[config.mk]
export PLATFORM = sky130hd
export DESIGN_NAME = trb_mem_arbiter_flat
export DESIGN_NICKNAME = d
export VERILOG_FILES = /design/src/rtl/trb_mem_arbiter_pkg.sv /design/src/rtl/trb_mem_arbiter_if.sv /design/src/rtl/trb_mem_arbiter.sv /design/src/flat_wrapper.sv
export SDC_FILE = /design/constraint.sdc
export NUM_CORES = 1
export LEC_CHECK = 0
export BUFFER_PORTS_ARGS = -buffer_cell sky130_fd_sc_hd__buf_2
export CORE_MARGIN = 1.5
export CORE_UTILIZATION = 38
export CTS_CLUSTER_SIZE = 8
export DETAILED_ROUTE_END_ITERATION = 6
export PLACE_DENSITY = 0.77
export SETUP_SLACK_MARGIN = 0.3
export SLEW_MARGIN = 25
export SYNTH_ARGS = -nofsm -noshare
export SYNTH_HDL_FRONTEND = slang
export SYNTH_SLANG_ARGS = --single-unit
[constraint.sdc]
create_clock -name CLK_I -period 2.1 [get_ports CLK_I]
set_input_delay 0.42 -clock CLK_I [delete_from_list [all_inputs] [get_ports CLK_I]]
set_output_delay 0.42 -clock CLK_I [all_outputs]
set_load 0.005 [all_outputs]
[src/rtl/trb_mem_arbiter_pkg.sv]
// -----------------------------------------------------------------------------
// trb_mem_arbiter_pkg
// Shared definitions for the trace-buffer BRAM arbiter:
//   TRB_ADDR_WIDTH / TRB_WIDTH : default trace-buffer geometry
//   arb_state_t                : turn FSM states (IDLE, RD, WR)
//   arb_mode_t                 : fill policy (stream = block on full,
//                                ring = overwrite and flag overflow)
// -----------------------------------------------------------------------------
package trb_mem_arbiter_pkg;

  localparam int TRB_ADDR_WIDTH = 10;
  localparam int TRB_WIDTH      = 32;

  typedef enum logic [1:0] {
    IDLE = 2'd0,
    RD   = 2'd1,
    WR   = 2'd2
  } arb_state_t;

  typedef enum logic {
    ARB_STREAM = 1'b0,
    ARB_RING   = 1'b1
  } arb_mode_t;

endpackage

[src/rtl/trb_mem_arbiter_if.sv]
// -----------------------------------------------------------------------------
// trb_mem_arbiter_if
// Bundles every non-clock/reset signal of the arbiter.
//   Logger side : ENABLE_I, CLEAR_I, MODE_I, WRITE_I, WRITE_PTR_I, DATA_I,
//                 READ_I, READ_PTR_I -> arbiter
//                 RW_TURN_O, WRITE_ALLOW_O, READ_ALLOW_O, DMEM_O, DMEM_VALID_O,
//                 LEVEL_O, OVERFLOW_O <- arbiter
//   BRAM side   : MEM_EN_O, MEM_WE_O, MEM_ADDR_O, MEM_DATA_O <- arbiter
//                 MEM_DATA_I (1-cycle read latency) -> arbiter
// Modports: slave = the arbiter, master = the Logger/BRAM environment.
// -----------------------------------------------------------------------------
interface trb_mem_arbiter_if
  import trb_mem_arbiter_pkg::*;
#(
  parameter int ADDR_WIDTH = TRB_ADDR_WIDTH,
  parameter int WIDTH      = TRB_WIDTH
) ();

  logic                  ENABLE_I;
  logic                  CLEAR_I;
  logic                  MODE_I;
  logic                  RW_TURN_O;
  logic                  WRITE_I;
  logic [ADDR_WIDTH-1:0] WRITE_PTR_I;
  logic [WIDTH-1:0]      DATA_I;
  logic                  READ_I;
  logic [ADDR_WIDTH-1:0] READ_PTR_I;
  logic                  WRITE_ALLOW_O;
  logic                  READ_ALLOW_O;
  logic [WIDTH-1:0]      DMEM_O;
  logic                  DMEM_VALID_O;
  logic [ADDR_WIDTH:0]   LEVEL_O;
  logic                  OVERFLOW_O;
  logic                  MEM_EN_O;
  logic                  MEM_WE_O;
  logic [ADDR_WIDTH-1:0] MEM_ADDR_O;
  logic [WIDTH-1:0]      MEM_DATA_O;
  logic [WIDTH-1:0]      MEM_DATA_I;

  modport slave (
    input  ENABLE_I, CLEAR_I, MODE_I, WRITE_I, WRITE_PTR_I, DATA_I,
           READ_I, READ_PTR_I, MEM_DATA_I,
    output RW_TURN_O, WRITE_ALLOW_O, READ_ALLOW_O, DMEM_O, DMEM_VALID_O,
           LEVEL_O, OVERFLOW_O, MEM_EN_O, MEM_WE_O, MEM_ADDR_O, MEM_DATA_O
  );

  modport master (
    output ENABLE_I, CLEAR_I, MODE_I, WRITE_I, WRITE_PTR_I, DATA_I,
           READ_I, READ_PTR_I, MEM_DATA_I,
    input  RW_TURN_O, WRITE_ALLOW_O, READ_ALLOW_O, DMEM_O, DMEM_VALID_O,
           LEVEL_O, OVERFLOW_O, MEM_EN_O, MEM_WE_O, MEM_ADDR_O, MEM_DATA_O
  );

endinterface

[src/rtl/trb_mem_arbiter.sv]
// -----------------------------------------------------------------------------
// trb_mem_arbiter
// Turn-based arbiter and fill-level tracker for the single-port trace-buffer
// BRAM behind the Logger. Alternates read and write turns, tells the Logger
// when each access may be taken, issues the accepted access to the BRAM in the
// same cycle and returns read data two cycles after issue with a strobe.
// Stream mode blocks writes when full; ring mode overwrites and sets a sticky
// overflow flag.
//
// Ports:
//   CLK_I  : clock
//   RST_I  : asynchronous active-high reset
//   bus    : trb_mem_arbiter_if.slave (Logger control/data + BRAM port)
// -----------------------------------------------------------------------------
module trb_mem_arbiter
  import trb_mem_arbiter_pkg::*;
#(
  parameter int ADDR_WIDTH = TRB_ADDR_WIDTH,
  parameter int WIDTH      = TRB_WIDTH
) (
  input  logic             CLK_I,
  input  logic             RST_I,
  trb_mem_arbiter_if.slave bus
);

  localparam int                  DEPTH      = 2 ** ADDR_WIDTH;
  localparam logic [ADDR_WIDTH:0] LEVEL_FULL = (ADDR_WIDTH + 1)'(DEPTH);
  localparam logic [ADDR_WIDTH:0] LEVEL_ONE  = (ADDR_WIDTH + 1)'(1);

  arb_state_t          state_reg, state_next;
  logic                rw_turn_reg;
  logic                write_allow_reg;
  logic                read_allow_reg;
  logic [ADDR_WIDTH:0] level_reg, level_next;
  logic                overflow_reg, overflow_next;
  logic                rd_pend_reg;
  logic                dmem_valid_reg;
  logic [WIDTH-1:0]    dmem_reg;

  logic                write_acc;
  logic                read_acc;
  logic                ring_mode;

  // Turn sequencing: IDLE -> RD -> WR -> RD ... while enabled.
  always_comb begin
    state_next = state_reg;
    if (bus.CLEAR_I || !bus.ENABLE_I) begin
      state_next = IDLE;
    end else begin
      case (state_reg)
        IDLE:    state_next = RD;
        RD:      state_next = WR;
        WR:      state_next = RD;
        default: state_next = IDLE;
      endcase
    end
  end

  assign ring_mode = (arb_mode_t'(bus.MODE_I) == ARB_RING);

  // Accepts use the registered permissions only; the intents never feed back
  // into the ALLOW outputs. A clear cycle issues nothing, so a read started
  // in the clear cycle cannot produce a late strobe.
  assign write_acc = !bus.CLEAR_I && (state_reg == WR) && bus.WRITE_I && write_allow_reg;
  assign read_acc  = !bus.CLEAR_I && (state_reg == RD) && bus.READ_I  && read_allow_reg;

  // Reads and writes are on opposite turns, so at most one of them moves the
  // level in a given cycle.
  always_comb begin
    level_next    = level_reg;
    overflow_next = overflow_reg;
    if (bus.CLEAR_I) begin
      level_next    = '0;
      overflow_next = 1'b0;
    end else if (write_acc) begin
      if (level_reg != LEVEL_FULL) begin
        level_next = level_reg + LEVEL_ONE;
      end else begin
        // Only reachable in ring mode: the oldest word was overwritten.
        overflow_next = 1'b1;
      end
    end else if (read_acc) begin
      level_next = level_reg - LEVEL_ONE;
    end
  end

  // All state and all registered outputs. The permissions are computed from
  // the next state/level so that they are pure registers in the cycle they
  // apply to; MODE_I is sampled here, so a mode change shows one cycle later.
  always_ff @(posedge CLK_I or posedge RST_I) begin
    if (RST_I) begin
      state_reg       <= IDLE;
      rw_turn_reg     <= 1'b0;
      write_allow_reg <= 1'b0;
      read_allow_reg  <= 1'b0;
      level_reg       <= '0;
      overflow_reg    <= 1'b0;
      rd_pend_reg     <= 1'b0;
      dmem_valid_reg  <= 1'b0;
      dmem_reg        <= '0;
    end else begin
      state_reg       <= state_next;
      rw_turn_reg     <= (state_next == WR);
      write_allow_reg <= (state_next != IDLE) && (ring_mode || (level_next != LEVEL_FULL));
      read_allow_reg  <= (state_next != IDLE) && (level_next != '0);
      level_reg       <= level_next;
      overflow_reg    <= overflow_next;
      // rd_pend_reg marks the cycle in which the BRAM presents the data; a
      // clear in that cycle discards it.
      rd_pend_reg     <= read_acc;
      dmem_valid_reg  <= rd_pend_reg && !bus.CLEAR_I;
      if (rd_pend_reg && !bus.CLEAR_I) begin
        dmem_reg <= bus.MEM_DATA_I;
      end
    end
  end

  assign bus.RW_TURN_O     = rw_turn_reg;
  assign bus.WRITE_ALLOW_O = write_allow_reg;
  assign bus.READ_ALLOW_O  = read_allow_reg;
  assign bus.LEVEL_O       = level_reg;
  assign bus.OVERFLOW_O    = overflow_reg;
  assign bus.DMEM_O        = dmem_reg;
  assign bus.DMEM_VALID_O  = dmem_valid_reg;

  // BRAM access is issued combinationally in the accept cycle.
  assign bus.MEM_EN_O   = write_acc || read_acc;
  assign bus.MEM_WE_O   = write_acc;
  assign bus.MEM_ADDR_O = write_acc ? bus.WRITE_PTR_I :
                          (read_acc ? bus.READ_PTR_I : '0);
  assign bus.MEM_DATA_O = write_acc ? bus.DATA_I : '0;

endmodule

[src/flat_wrapper.sv]
// flat-port wrapper written by rule: the top's interface ports become plain ports
module trb_mem_arbiter_flat import trb_mem_arbiter_pkg::*;
#(
  parameter int ADDR_WIDTH = TRB_ADDR_WIDTH,
  parameter int WIDTH      = TRB_WIDTH
)
  (CLK_I, RST_I, bus_ENABLE_I, bus_CLEAR_I, bus_MODE_I, bus_WRITE_I, bus_WRITE_PTR_I, bus_DATA_I, bus_READ_I, bus_READ_PTR_I, bus_MEM_DATA_I, bus_RW_TURN_O, bus_WRITE_ALLOW_O, bus_READ_ALLOW_O, bus_DMEM_O, bus_DMEM_VALID_O, bus_LEVEL_O, bus_OVERFLOW_O, bus_MEM_EN_O, bus_MEM_WE_O, bus_MEM_ADDR_O, bus_MEM_DATA_O);
  trb_mem_arbiter_if #(.ADDR_WIDTH(ADDR_WIDTH), .WIDTH(WIDTH)) bus_i ();
  input  logic CLK_I;
  input  logic RST_I;
  input wire logic [$bits(bus_i.ENABLE_I)-1:0] bus_ENABLE_I;
  input wire logic [$bits(bus_i.CLEAR_I)-1:0] bus_CLEAR_I;
  input wire logic [$bits(bus_i.MODE_I)-1:0] bus_MODE_I;
  input wire logic [$bits(bus_i.WRITE_I)-1:0] bus_WRITE_I;
  input wire logic [$bits(bus_i.WRITE_PTR_I)-1:0] bus_WRITE_PTR_I;
  input wire logic [$bits(bus_i.DATA_I)-1:0] bus_DATA_I;
  input wire logic [$bits(bus_i.READ_I)-1:0] bus_READ_I;
  input wire logic [$bits(bus_i.READ_PTR_I)-1:0] bus_READ_PTR_I;
  input wire logic [$bits(bus_i.MEM_DATA_I)-1:0] bus_MEM_DATA_I;
  output wire logic [$bits(bus_i.RW_TURN_O)-1:0] bus_RW_TURN_O;
  output wire logic [$bits(bus_i.WRITE_ALLOW_O)-1:0] bus_WRITE_ALLOW_O;
  output wire logic [$bits(bus_i.READ_ALLOW_O)-1:0] bus_READ_ALLOW_O;
  output wire logic [$bits(bus_i.DMEM_O)-1:0] bus_DMEM_O;
  output wire logic [$bits(bus_i.DMEM_VALID_O)-1:0] bus_DMEM_VALID_O;
  output wire logic [$bits(bus_i.LEVEL_O)-1:0] bus_LEVEL_O;
  output wire logic [$bits(bus_i.OVERFLOW_O)-1:0] bus_OVERFLOW_O;
  output wire logic [$bits(bus_i.MEM_EN_O)-1:0] bus_MEM_EN_O;
  output wire logic [$bits(bus_i.MEM_WE_O)-1:0] bus_MEM_WE_O;
  output wire logic [$bits(bus_i.MEM_ADDR_O)-1:0] bus_MEM_ADDR_O;
  output wire logic [$bits(bus_i.MEM_DATA_O)-1:0] bus_MEM_DATA_O;
  assign bus_i.ENABLE_I = bus_ENABLE_I;
  assign bus_i.CLEAR_I = bus_CLEAR_I;
  assign bus_i.MODE_I = bus_MODE_I;
  assign bus_i.WRITE_I = bus_WRITE_I;
  assign bus_i.WRITE_PTR_I = bus_WRITE_PTR_I;
  assign bus_i.DATA_I = bus_DATA_I;
  assign bus_i.READ_I = bus_READ_I;
  assign bus_i.READ_PTR_I = bus_READ_PTR_I;
  assign bus_i.MEM_DATA_I = bus_MEM_DATA_I;
  assign bus_RW_TURN_O = bus_i.RW_TURN_O;
  assign bus_WRITE_ALLOW_O = bus_i.WRITE_ALLOW_O;
  assign bus_READ_ALLOW_O = bus_i.READ_ALLOW_O;
  assign bus_DMEM_O = bus_i.DMEM_O;
  assign bus_DMEM_VALID_O = bus_i.DMEM_VALID_O;
  assign bus_LEVEL_O = bus_i.LEVEL_O;
  assign bus_OVERFLOW_O = bus_i.OVERFLOW_O;
  assign bus_MEM_EN_O = bus_i.MEM_EN_O;
  assign bus_MEM_WE_O = bus_i.MEM_WE_O;
  assign bus_MEM_ADDR_O = bus_i.MEM_ADDR_O;
  assign bus_MEM_DATA_O = bus_i.MEM_DATA_O;
  trb_mem_arbiter #(.ADDR_WIDTH(ADDR_WIDTH), .WIDTH(WIDTH)) u_core (.CLK_I(CLK_I), .RST_I(RST_I), .bus(bus_i));
endmodule
# Yosys cells after proc, flatten, opt, wreduce, memory -nomap -nowiden
# Index checks and enable logic that the tools add are counted.
[totals]
register_bits = 51
in_bits = 91
output_inout_bits = 92
wordCells = 49
[classes]
add_sub_neg = 2
n_eq_ne = 6
mux = 12
reduce_logical = 20
[ops]
columns = ["operator", "n"]
rows = [
  ["2-to-1 mux 11 bit", 4],
  ["2-to-1 mux 32 bit", 1],
  ["!= test 11 bit (second input constant)", 2],
  ["2-to-1 mux 10 bit", 2],
  ["adder 11 x 1 -> 11 bit (second input constant)", 1],
  ["nonzero test 11 bit", 1],
  ["subtractor 11 x 1 -> 11 bit (second input constant)", 1],
  ["logical AND 1 bit", 9],
  ["== test 2 bit (second input constant)", 2],
  ["case mux 2 bit (2 select lines)", 1],
  ["nonzero test 2 bit", 2],
  ["logical OR 1 bit", 3],
  ["2-to-1 mux 1 bit", 3],
  ["== test 2 x 1 -> 1 bit (second input constant)", 1],
  ["logical NOT 1 bit", 2],
  ["logical NOT 2 bit", 1],
  ["2-to-1 mux 2 bit", 1],
  ["!= test 2 bit (second input constant)", 1],
  ["AND reduction 2 bit", 1],
  ["OR reduction 2 bit", 1],
]

# Logic depth before layout (Yosys ltp)
# Gate-level depths: netlist (run 1).
[logic_depth]
ltp_word = 10
mapped_depth = 8
ltp_nobuf = 8

# Least setup slack after synthesis (run 1)
# OpenSTA, ideal clock, no wires.
[synth_path]
path_kind = "register -> register"
startpoint = "reg u_core.level_reg[2] (netlist: u_core.bus.LEVEL_O[2])"
endpoint = "reg u_core.write_allow_reg (netlist: u_core.bus.WRITE_ALLOW_O)"
setup_time_ns = 0.137
arrival_ns = 2.115
required_time_ns = 1.963
path_slack_ns = -0.152
path_stages_with_launch = 9
path_buffers = 2
synth_period_minus_slack_ns = 2.252
cell_sequence = "dfrtp_1 > buf_6 > or4b_1 > buf_2 > or4_4 > nand3_1 > a21oi_2 > nor4b_1 > a21oi_1"
[synth_between]
elab_chain_cells = 7
word_cells_on_any_way = 10
classes_between = "add/sub (2); eq/ne (2); mux (4); reduce/logical (2)"
[synth_rtl]
columns = ["item", "line_no", "rtl"]
rows = [
  ["from (decl)", "trb_mem_arbiter.sv:34", "logic [ADDR_WIDTH:0] level_reg, level_next;"],
  ["from (signal assigned)", "trb_mem_arbiter.sv:106", "level_reg <= level_next;"],
  ["subtractor 11 x 1 -> 11 bit, or another cell as far along", "trb_mem_arbiter.sv:83", "level_next = level_reg - LEVEL_ONE;"],
  ["2-to-1 mux 11 bit (on tied branches)", "trb_mem_arbiter.sv:82, trb_mem_arbiter.sv:76", ""],
  ["2-to-1 mux 11 bit (*)", "trb_mem_arbiter.sv:75", "end else if (write_acc) begin"],
  ["2-to-1 mux 11 bit (*)", "trb_mem_arbiter.sv:72", "if (bus.CLEAR_I) begin"],
  ["named net u_core.level_next[5]", "trb_mem_arbiter.sv:34", ""],
  ["!= test 11 bit (*)", "trb_mem_arbiter.sv:104", "write_allow_reg <= (state_next != IDLE) && (ring_mode || (level_next != LEVEL_FULL));"],
  ["logical OR 1 bit (*)", "trb_mem_arbiter.sv:104", ""],
  ["logical AND 1 bit (*)", "trb_mem_arbiter.sv:104", ""],
  ["to (signal assigned)", "trb_mem_arbiter.sv:104", ""],
  ["to (decl)", "trb_mem_arbiter.sv:32", "logic write_allow_reg;"],
]
# The timed path passes the listed nets; every way through them passes the cells marked *.
# A chain may end at the register's enable or synchronous reset.

# Worst setup path in the final report (run 1)
[layout_path]
startpoint = "reg u_core.state_reg[0]"
endpoint = "out bus_MEM_ADDR_O[4]"
[layout_between]
elab_chain_cells = 6
word_cells_on_any_way = 10
classes_between = "eq/ne (2); mux (2); reduce/logical (6)"
[layout_rtl]
columns = ["item", "line_no", "rtl"]
rows = [
  ["from (decl)", "trb_mem_arbiter.sv:30", "arb_state_t state_reg, state_next;"],
  ["from (signal assigned)", "trb_mem_arbiter.sv:102", "state_reg <= state_next;"],
  ["== test 2 x 1 -> 1 bit", "trb_mem_arbiter.sv:65", "assign read_acc = !bus.CLEAR_I && (state_reg == RD) && bus.READ_I && read_allow_reg;"],
  ["logical AND 1 bit (3 in series)", "trb_mem_arbiter.sv:65", ""],
  ["2-to-1 mux 10 bit", "trb_mem_arbiter.sv:130", "(read_acc ? bus.READ_PTR_I : '0);"],
  ["2-to-1 mux 10 bit (*)", "trb_mem_arbiter.sv:129", "assign bus.MEM_ADDR_O = write_acc ? bus.WRITE_PTR_I :"],
  ["to (decl)", "flat_wrapper.sv:29", "output wire logic [$bits(bus_i.MEM_ADDR_O)-1:0] bus_MEM_ADDR_O;"],
]
# Every way passes the cells marked *; elsewhere a longest branch is shown, timed or not.

==> results.ini, run 1 <==
[run_status]
status=complete, but fails checks
violations=negative setup slack

[yosys]
synth_edf_count=0
synth.most_common_cell=dfrtp_1
syn_avg_cell_area_um2=10.6
synth_area_mm2=0.00271
netlist.area_leader.share_pct=47.1
ys_types=48
yosysSeqAreaShare_pct=47.1
netlist_top_cells_count=51 x dfrtp_1, 33 x mux2_2, 32 x and2_1
ys_warn_count=0
synthesis.nets=348
synthCells=255
yosys.area.top_type=dfrtp_1
postSynth.asyncResetShare_pct=100
ys_ff_latch=51
yosys-top-cells-area=dfrtp_1 47%, mux2_2 14%, and2_1 7.4%, a22o_1 3.2%, nor2_1 1.9%
synth_ff_type=dfrtp_1

[routing]
vias_per_cell=5.06
final_antenna_net_count=0
drc=0
wire_per_inst_um=15.3
drt-total-wl_um=8760
dr.pass1.iters=4
drtIter0Drc=142
vias=2904

[die]
die_area_mm2=0.00764
dieHeight_um=87.4
core_mm2=0.00683
num_rows=30
io_pins=183
die_x_um=87.4
start_util_pct=39.7

[clocking]
cts_root_buf=clkbuf_8
cts_hold_buffers=0
clock_path_buffers=2
clk_pin_slew_worst_paths_ns=0.10
cts_tree=built
htreeDepth=2
numCtsBuffers=5
cts.sinks=51
insertion_delay_ns=0.30

[sta]
setup_violations=46
max_freq_mhz=429
hold_violations=0
tns_ns=-9.43
period_needed_ns=2.33
finalCritPeriodShare_pct=111
tightest_slew_ns=0.457
slew_headroom_pct=69.5
worst_slack_ns=-0.232
rsz0062_at_grt=true
skew_ns=0.0151
final_max_slew_viol_count=0

[global_route]
grt_pass1_vias=2757
grt_usage_pct=21.9
gr-total-overflow=0
antenna_found_initial=0
grt_max_degree=35
grt_pass1_wl_um=13000

[worst_setup_path]
cp-startpoint=u_core.state_reg[0]
crit_fanout=34
slowest_stage=dfrtp_1
critPathCaptureType=output pin
crit_path_max_incr_delay_ns=0.39
arrival_ns=1.91
path_class=reg -> out
path_cells=buf_6 > nand4b_1 > buf_6 > buf_12 > nor2_4 > buf_12 > a22o_1 > buf_2
startpoint_type=flop
worstReg2RegStart=u_core.state_reg[0]
required_ns=1.68

[place]
gp_congestion=0.884
place.detailed.hpwl_um=6500
port_buffers=182
place_area_mm2=0.00403

[pwr]
p_per_area_mw_per_mm2=389
cellLeakagePower_nw=2.52
vdd_drop_max_v=0.000405

[layout]
drive_above_1_share_pct=65.9
diodes=0
largest_reg_flops=32
final_area_mm2=0.00451
n_fill_cell=558
area_growth_pct=66.3
finalNetCount=570

[worst_hold_path]
hold_class=in -> async

[job]
cap_violations=0

==> layer usage <==
layer / GRT usage, % / vias to the layer above / wire length (um)
met2: 36.4 / 140 / 4510
met1: 27.6 / 1382 / 3500
met5: 0 / - / 0
met4: 6.93 / 0 / 106
met3: 5.78 / 12 / 642
li1: - / 1370 / -
==> through the flow <==
stage	cells	hold slack, ns	util, %	setup WS (ns)	total power, W
floorplan	255	0.472	-	-0.119	0.00105
CTS	573	0.120	63.3	-0.226	0.00176
global placement	557	0.443	59.0	-0.113	0.00116
finish	574	0.114	66.0	-0.232	0.00175
detailed placement	557	0.450	59.0	-0.175	0.00117
global route	574	0.135	66.0	-0.325	0.00183
==> power breakdown <==
part           leakage (nW)  internal, W  switching (W)
clock network        0.0484     0.000271       0.000319
registers             0.709     0.000987     0.00000389
logic                  1.77    0.0000936      0.0000770
==> worst max-delay path, delay by kind of cell (launching register included) <==
family / cells / cell delay (ns)
buffers and inverters: 5 / 0.70
and+or+nand+nor: 2 / 0.37
AOI/OAI and AO/OA: 1 / 0.15
DFF: 1 / 0.39
==> cells by family (layout without fill, tap and decap cells) <==
kind of cell / Yosys count / count (layout) / share of synthesized area, %
and+or+nand+nor: 108 / 108 / 23.9
AOI/OAI and AO/OA: 37 / 37 / 10.5
muxes: 33 / 33 / 13.7
buffers and inverters: 23 / 246 / 3.51
DFF: 51 / 51 / 47.1
adders and majority gates: 2 / 2 / 0.924
xor gates and xnor gates: 1 / 1 / 0.323
==> cell type report <==
type                       instances  area, um^2  share of cell area, %
multi-input combinational        181        1560                   34.5
tap                               96         120                   2.67
clock inverter                     1        8.76                  0.194
clock buffer                       7        86.3                   1.92
sequential                        51        1280                   28.4
timing repair buffer             232        1440                   31.9
inverter                           6        22.5                  0.500
==> cell usage in the layout (no fill, tap or decap), types with 5 or more instances in the layout <==
| master | n |
|---|---|
| nand2_1 | 5 |
| nor3_2 | 5 |
| and2_4 | 11 |
| buf_4 | 38 |
| buf_2 | 171 |
| dfrtp_1 | 50 |
| a22o_1 | 10 |
| and2_1 | 21 |
| nor2_1 | 12 |
| nand3_1 | 6 |
| clkbuf_8 | 6 |
| buf_6 | 19 |
| mux2_2 | 32 |
| nor3_1 | 5 |
==> what timing repair did <==
action                     CTS  global route
setup buffers                7             1
setup endpoints to repair   53            57
gates resized for setup     27            36
pin swaps                   12             6
gates cloned                 1             0
==> final timing paths <==
check	endpoint	slack, ns	cells after the start
max in group asynchronous	u_core.bus.DMEM_O[15]	1.45	3
min in group CLK_I	u_core.bus.DMEM_O[6]	0.34	2
hold reg to reg	u_core.bus.DMEM_O[2]	0.51	1
setup / recovery	bus_MEM_ADDR_O[4]	-0.23	8
hold / removal	u_core.bus.DMEM_O[4]	0.11	2
setup reg to reg	u_core.bus.READ_ALLOW_O	-0.16	9
Note: power is estimated with default switching activity, not from simulation.
==> run 2: changes to the inputs <==
--- a/config.mk
+++ b/config.mk
@@ -7,10 +7,10 @@
 export LEC_CHECK = 0
 export BUFFER_PORTS_ARGS = -buffer_cell sky130_fd_sc_hd__buf_2
 export CORE_MARGIN = 1.5
-export CORE_UTILIZATION = 38
+export CORE_UTILIZATION = 42
 export CTS_CLUSTER_SIZE = 8
 export DETAILED_ROUTE_END_ITERATION = 6
-export PLACE_DENSITY = 0.77
+export PLACE_DENSITY = 0.81
 export SETUP_SLACK_MARGIN = 0.3
 export SLEW_MARGIN = 25
 export SYNTH_ARGS = -nofsm -noshare
==> constraint.sdc (replaced) <==
create_clock -name CLK_I -period 2.52 [get_ports CLK_I]
set_input_delay 0.504 -clock CLK_I [delete_from_list [all_inputs] [get_ports CLK_I]]
set_output_delay 0.504 -clock CLK_I [all_outputs]
set_load 0.005 [all_outputs]
==> run 2 against run 1 <==
The run now ends clean. Clock power down 8.0%. First-iteration DRC count up 41%. Design area is 3.8% lower. Largest power group unchanged.
==> results.ini, run 2 (synthesis gave the netlist of run 1 again) <==
[run_status]
status=finished, final reports clean

[clocking]
clock_path_buffers=2  ; unchanged
insertion_delay_ns=0.30  ; about the same
cts_root_buf=clkbuf_8
cts.sinks=51  ; unchanged
numCtsBuffers=5  ; unchanged
cts_tree=built
htreeDepth=2  ; unchanged
clk_pin_slew_worst_paths_ns=0.09  ; about the same

[sta]
max_freq_mhz=431
finalCritPeriodShare_pct=92.0
hold_violations=0  ; unchanged
slew_headroom_pct=54.0  ; -15 points
setup_violations=0  ; -100%
whs_ns=0.303  ; +0.189 ns
period_needed_ns=2.32
worst_slack_ns=0.201  ; +0.433 ns
final_max_slew_viol_count=0  ; unchanged
rsz0062_at_grt=true
skew_ns=0.00849  ; -0.00663 ns
tns_ns=0  ; +9.43 ns
tightest_slew_ns=0.689  ; +0.232 ns

[routing]
vias=2929  ; +0.86%
vias_per_cell=5.42  ; +7.2%
drc=0  ; unchanged
wire_per_inst_um=16.5  ; +8.3%
dr.pass1.iters=4  ; unchanged
drt-total-wl_um=8930  ; +1.9%
final_antenna_net_count=0  ; unchanged
drtIter0Drc=200  ; +41%

[die]
die_area_mm2=0.00694  ; -9.2%
io_pins=183  ; unchanged
dieHeight_um=83.3  ; -4.7%
core_mm2=0.00628  ; -8.1%
num_rows=29  ; -3.3%
die_x_um=83.3  ; -4.7%
start_util_pct=43.2  ; +3.5 points

[layout]
finalNetCount=556  ; -2.5%
drive_above_1_share_pct=64.6  ; -1.3 points
diodes=0  ; unchanged
area_growth_pct=60.0
final_cell_mix=173 x buf_2, 48 x dfrtp_1, 33 x mux2_2
layout_commonest_cell=buf_2
largest_reg_flops=32  ; unchanged
final_area_mm2=0.00433  ; -3.8%

[job]
cap_violations=0  ; unchanged

[worst_setup_path]
ff2ff_setup_slack_ns=0.33  ; +0.49 ns
crit_fanout=12  ; -65%
ff2ff_path_depth=6  ; -3
critPathCaptureType=output pin
path_depth=7  ; -1
arrival_ns=1.81  ; -0.10 ns
path_cells=nand4b_1 > buf_4 > nor2_4 > buf_12 > clkbuf_16 > and2_1 > buf_2
required_ns=2.02  ; +0.34 ns
crit_path_max_incr_delay_ns=0.40  ; about the same
startpoint_type=flop
slowest_stage=dfrtp_1
path_class=reg -> out
crit_family=buffers and inverters
path_buf_inv=4  ; -1

[place]
port_buffers=182  ; unchanged
pre_cts_ws_ns=0.121  ; +0.296 ns
gp_congestion=0.940  ; +6.4%
place.detailed.hpwl_um=6440  ; -0.98%
place_area_mm2=0.00377  ; -6.5%

[pwr]
total_power_w=0.00150  ; -14%
p_per_area_mw_per_mm2=346  ; -11%
cellLeakagePower_nw=2.41  ; -4.6%
vdd_drop_max_v=0.000349  ; -14%

[global_route]
grt_pass1_wl_um=13400  ; +2.5%
grt_usage_pct=23.8  ; +1.9 points
antenna_found_initial=0  ; unchanged
grt_max_degree=36  ; +2.9%
gr-total-overflow=0  ; unchanged
grt_pass1_vias=2879  ; +4.4%

[worst_hold_path]
hold_class=in -> async

[run 2: layout make-up]
| class | count | area, um^2 |
|---|---|---|
| Tap cell | 77 | 96.3 |
| Timing Repair Buffer | 217 | 1330 |
| Clock inverter | 1 | 30.0 |
| Multi-Input combinational cell | 181 | 1490 |
| Inverter | 6 | 26.3 |
| Clock buffer | 6 | 72.6 |
| Sequential cell | 51 | 1280 |
| Fill cell | 484 | 1940 |
| Timing Repair inverter | 1 | 7.51 |
[run 2: report_power, final]
| part | leakage (nW) | switching, W | internal, W |
|---|---|---|---|
| Combinational | 1.65 | 0.0000601 | 0.0000711 |
| Sequential | 0.705 | 0.00000335 | 0.000823 |
| Clock | 0.0513 | 0.000251 | 0.000291 |
[run 2: metrics by stage]
step	cells	util (%)
after global routing	540	69.0
after CTS	527	63.4
after detailed placement	512	60.0
final	540	69.0
after global placement	512	60.0
after floorplan	255	-
[run 2: final timing paths]
| path | from | to |
|---|---|---|
| min in group CLK_I | bus_MEM_DATA_I[16] | u_core.bus.DMEM_O[16] |
| worst max register to register | u_core.bus.LEVEL_O[4] | u_core.bus.READ_ALLOW_O |
| worst min-delay path | RST_I | u_core.state_reg[1] |
| worst max-delay path | u_core.state_reg[0] | bus_MEM_DATA_O[8] |
| worst min register to register | u_core.bus.DMEM_O[16] | u_core.bus.DMEM_O[16] |
| max in group asynchronous | RST_I | u_core.bus.LEVEL_O[4] |
[run 2: what timing repair did]
item	in CTS	in global routing
hold buffers	0	0
pin swaps	3	30
endpoints found under the setup margin	45	44
resized for setup	12	41
cloned	1	4
buffers inserted	7	9
[run 2: routing by layer]
metal	GRT usage (%)	wire [um]	vias to the layer above
li1	-	-	1339
met1	27.5	3240	1397
met2	43.4	4800	172
met3	4.77	685	21
met4	8.48	193	0
met5	0	0	-
==> run 3: changes to the inputs <==
--- a/config.mk
+++ b/config.mk
@@ -7,10 +7,10 @@
 export LEC_CHECK = 0
 export BUFFER_PORTS_ARGS = -buffer_cell sky130_fd_sc_hd__buf_2
 export CORE_MARGIN = 1.5
-export CORE_UTILIZATION = 42
+export CORE_UTILIZATION = 40
 export CTS_CLUSTER_SIZE = 8
 export DETAILED_ROUTE_END_ITERATION = 6
-export PLACE_DENSITY = 0.81
+export PLACE_DENSITY = 0.77
 export SETUP_SLACK_MARGIN = 0.3
 export SLEW_MARGIN = 25
 export SYNTH_ARGS = -nofsm -noshare
==> run 3 against run 2 <==
Highest routed layer unchanged. The flow now finishes with violations (design-rule violations). Fmax rose by 0.73%. Sequential share of layout area is 0.87 points higher. Clock skew is 0.0032 ns higher. Total power shrank 4.2%. Non-clock buffer count down 9. Critical path depth stayed put. Count of clock-buffer cells in the layout decreased by 1. Sequential cell count stayed put. Critical endpoint is now bus_MEM_ADDR_O[3]. Worst setup slack gained 0.017 ns. Die area is 4.8% higher. First-iteration DRC count decreased by 6.0%. Register-to-register slack about the same.
==> results.ini, run 3 (synthesis gave the netlist of run 1 again) <==
[pwr]
vdd_drop_max_v=0.000242  ; -31%
total_power_w=0.00144  ; -4.2%
cellLeakagePower_nw=2.34  ; -2.5%
p_per_area_mw_per_mm2=341  ; -1.5%

[layout]
largest_reg_flops=32  ; unchanged
finish.utilization_pct=65.2  ; -3.8 points
final_cell_mix=174 x buf_2, 47 x dfrtp_1, 33 x mux2_2
finalNetCount=547  ; -1.6%
drive_above_1_share_pct=64.8  ; +0.26 points
area_growth_pct=55.5
diodes=0  ; unchanged
layout_commonest_cell=buf_2

[die]
die_x_um=85.3  ; +2.4%
core_mm2=0.00646  ; +2.9%
num_rows=29  ; unchanged
dieHeight_um=85.3  ; +2.4%
start_util_pct=41.9  ; -1.2 points
io_pins=183  ; unchanged
die_area_mm2=0.00727  ; +4.8%

[place]
gp_congestion=0.988  ; +5.1%
port_buffers=182  ; unchanged
place.detailed.hpwl_um=6500  ; +0.91%

[routing]
drtIter0Drc=188  ; -6.0%
vias=2831  ; -3.3%
dr.pass1.iters=7  ; +3
drc=8  ; +8
drt-total-wl_um=8860  ; -0.78%
wire_per_inst_um=16.6  ; +0.71%
final_antenna_net_count=0  ; unchanged
vias_per_cell=5.32  ; -1.9%

[global_route]
grt_pass1_vias=2706  ; -6.0%
grt_pass1_wl_um=13100  ; -2.0%
grt_max_degree=34  ; -5.6%
antenna_found_initial=0  ; unchanged
gr-total-overflow=0  ; unchanged
grt_usage_pct=22.8  ; -1.0 points

[sta]
skew_ns=0.0117  ; +0.00324 ns
period_needed_ns=2.30  ; -0.0168 ns
tns_ns=0  ; unchanged
rsz0062_at_grt=true
tightest_slew_ns=0.654  ; -0.0352 ns
slew_headroom_pct=56.4  ; +2.3 points
final_max_slew_viol_count=0  ; unchanged
finalCritPeriodShare_pct=91.3  ; -0.67 points
hold_violations=0  ; unchanged
max_freq_mhz=434  ; +0.73%
setup_violations=0  ; unchanged

[worst_setup_path]
critPathCaptureType=output pin
path_class=reg -> out
startpoint_type=flop
required_ns=2.02  ; about the same
crit_family=buffers and inverters
path_cells=nand4b_1 > buf_6 > nor2_4 > buf_12 > buf_6 > a22o_1 > buf_2
path_buf_inv=4  ; unchanged
arrival_ns=1.80  ; about the same
slowest_stage=dfrtp_1
cpMostUsedCell=buf_6
crit_fanout=7  ; -5
crit_path_max_incr_delay_ns=0.45  ; +0.05 ns

[clocking]
cts_hold_buffers=0  ; unchanged
cts.sinks=51  ; unchanged
numCtsBuffers=5  ; unchanged
clk_pin_slew_worst_paths_ns=0.10  ; about the same
clock_path_buffers=2  ; unchanged
cts_tree=built
htreeDepth=2  ; unchanged
cts_root_buf=clkbuf_8
insertion_delay_ns=0.30  ; about the same

[run_status]
violations=design-rule violations
status=complete, but fails checks

[job]
cap_violations=0  ; unchanged

[worst_hold_path]
hold_class=in -> async

-- run 3: cell types whose count changed in the layout (fill, tap and decap cells not counted), sizes merged --
cell	previous run	this run
buf	213	206
bufinv	1	0
clkbuf	10	7
clkinv	0	1
clkinvlp	2	3
inv	5	6
-- run 3: area by class of cell --
type                    count  area, um^2
flip-flops and latches     51        1280
well taps                  77        96.3
repair inverters            1        7.51
clock inverters             3        23.8
fillers                   563        2250
inverters                   6        26.3
clock buffers               5        68.8
repair buffers            208        1220
multi-input cells         181        1490
-- run 3: final timing paths --
check / from / end / slack, ns / cells after the start
max in group asynchronous: RST_I / u_core.bus.DMEM_O[0] / 1.62 / 3
min in group CLK_I: bus_MEM_DATA_I[5] / u_core.bus.DMEM_O[5] / 0.42 / 2
hold reg to reg: u_core.bus.DMEM_O[0] / u_core.bus.DMEM_O[0] / 0.51 / 1
hold / removal: RST_I / u_core.bus.DMEM_O[12] / 0.28 / 2
setup / recovery: u_core.state_reg[0] / bus_MEM_ADDR_O[3] / 0.22 / 7
setup reg to reg: u_core.bus.LEVEL_O[0] / u_core.bus.READ_ALLOW_O / 0.32 / 9
-- run 3: metrics by stage --
stage               setup slack (ns)  std cells  hold WS (ns)  instance area (um^2)
floorplan                      0.301        255         0.472                  2720
detailed placement             0.142        511         0.490                  3760
CTS                            0.230        525         0.307                  3930
global route                   0.169        532         0.322                  4210
global placement               0.271        511         0.483                  3760
finish                         0.218        532         0.276                  4210
-- run 3: layer usage --
layer,track usage (%),up-vias,part of all wire (%)
li1,-,1321,-
met5,0,-,0
met2,41.7,141,54
met1,26.9,1356,37
met4,7.18,0,1.9
met3,4.28,13,6.8
-- run 3: repair_timing --
action | 4_1_cts | 5_1_grt
buffers inserted | 4 | 4
gates cloned | 2 | 3
pin swaps | 0 | 22
setup endpoints to repair | 41 | 46
hold endpoints to repair | 0 | 0
gates resized for setup | 10 | 44
-- run 3: worst register-to-register path: cells and delay by family (launching register included) --
family                   cells  cell delay, ns
buffers and inverters        2            0.18
flip-flops                   1            0.40
AND/OR/NAND/NOR              3            0.79
adder cells (fa/ha/maj)      1            0.18
AO/OA/AOI/OAI                2            0.23
multiplexers                 1            0.30
-- run 3: power breakdown --
| part | switching [W] | internal, W | leakage [nW] |
|---|---|---|---|
| combinational | 0.0000580 | 0.0000682 | 1.60 |
| clock | 0.000282 | 0.000201 | 0.0461 |
| sequential | 0.00000415 | 0.000823 | 0.704 |
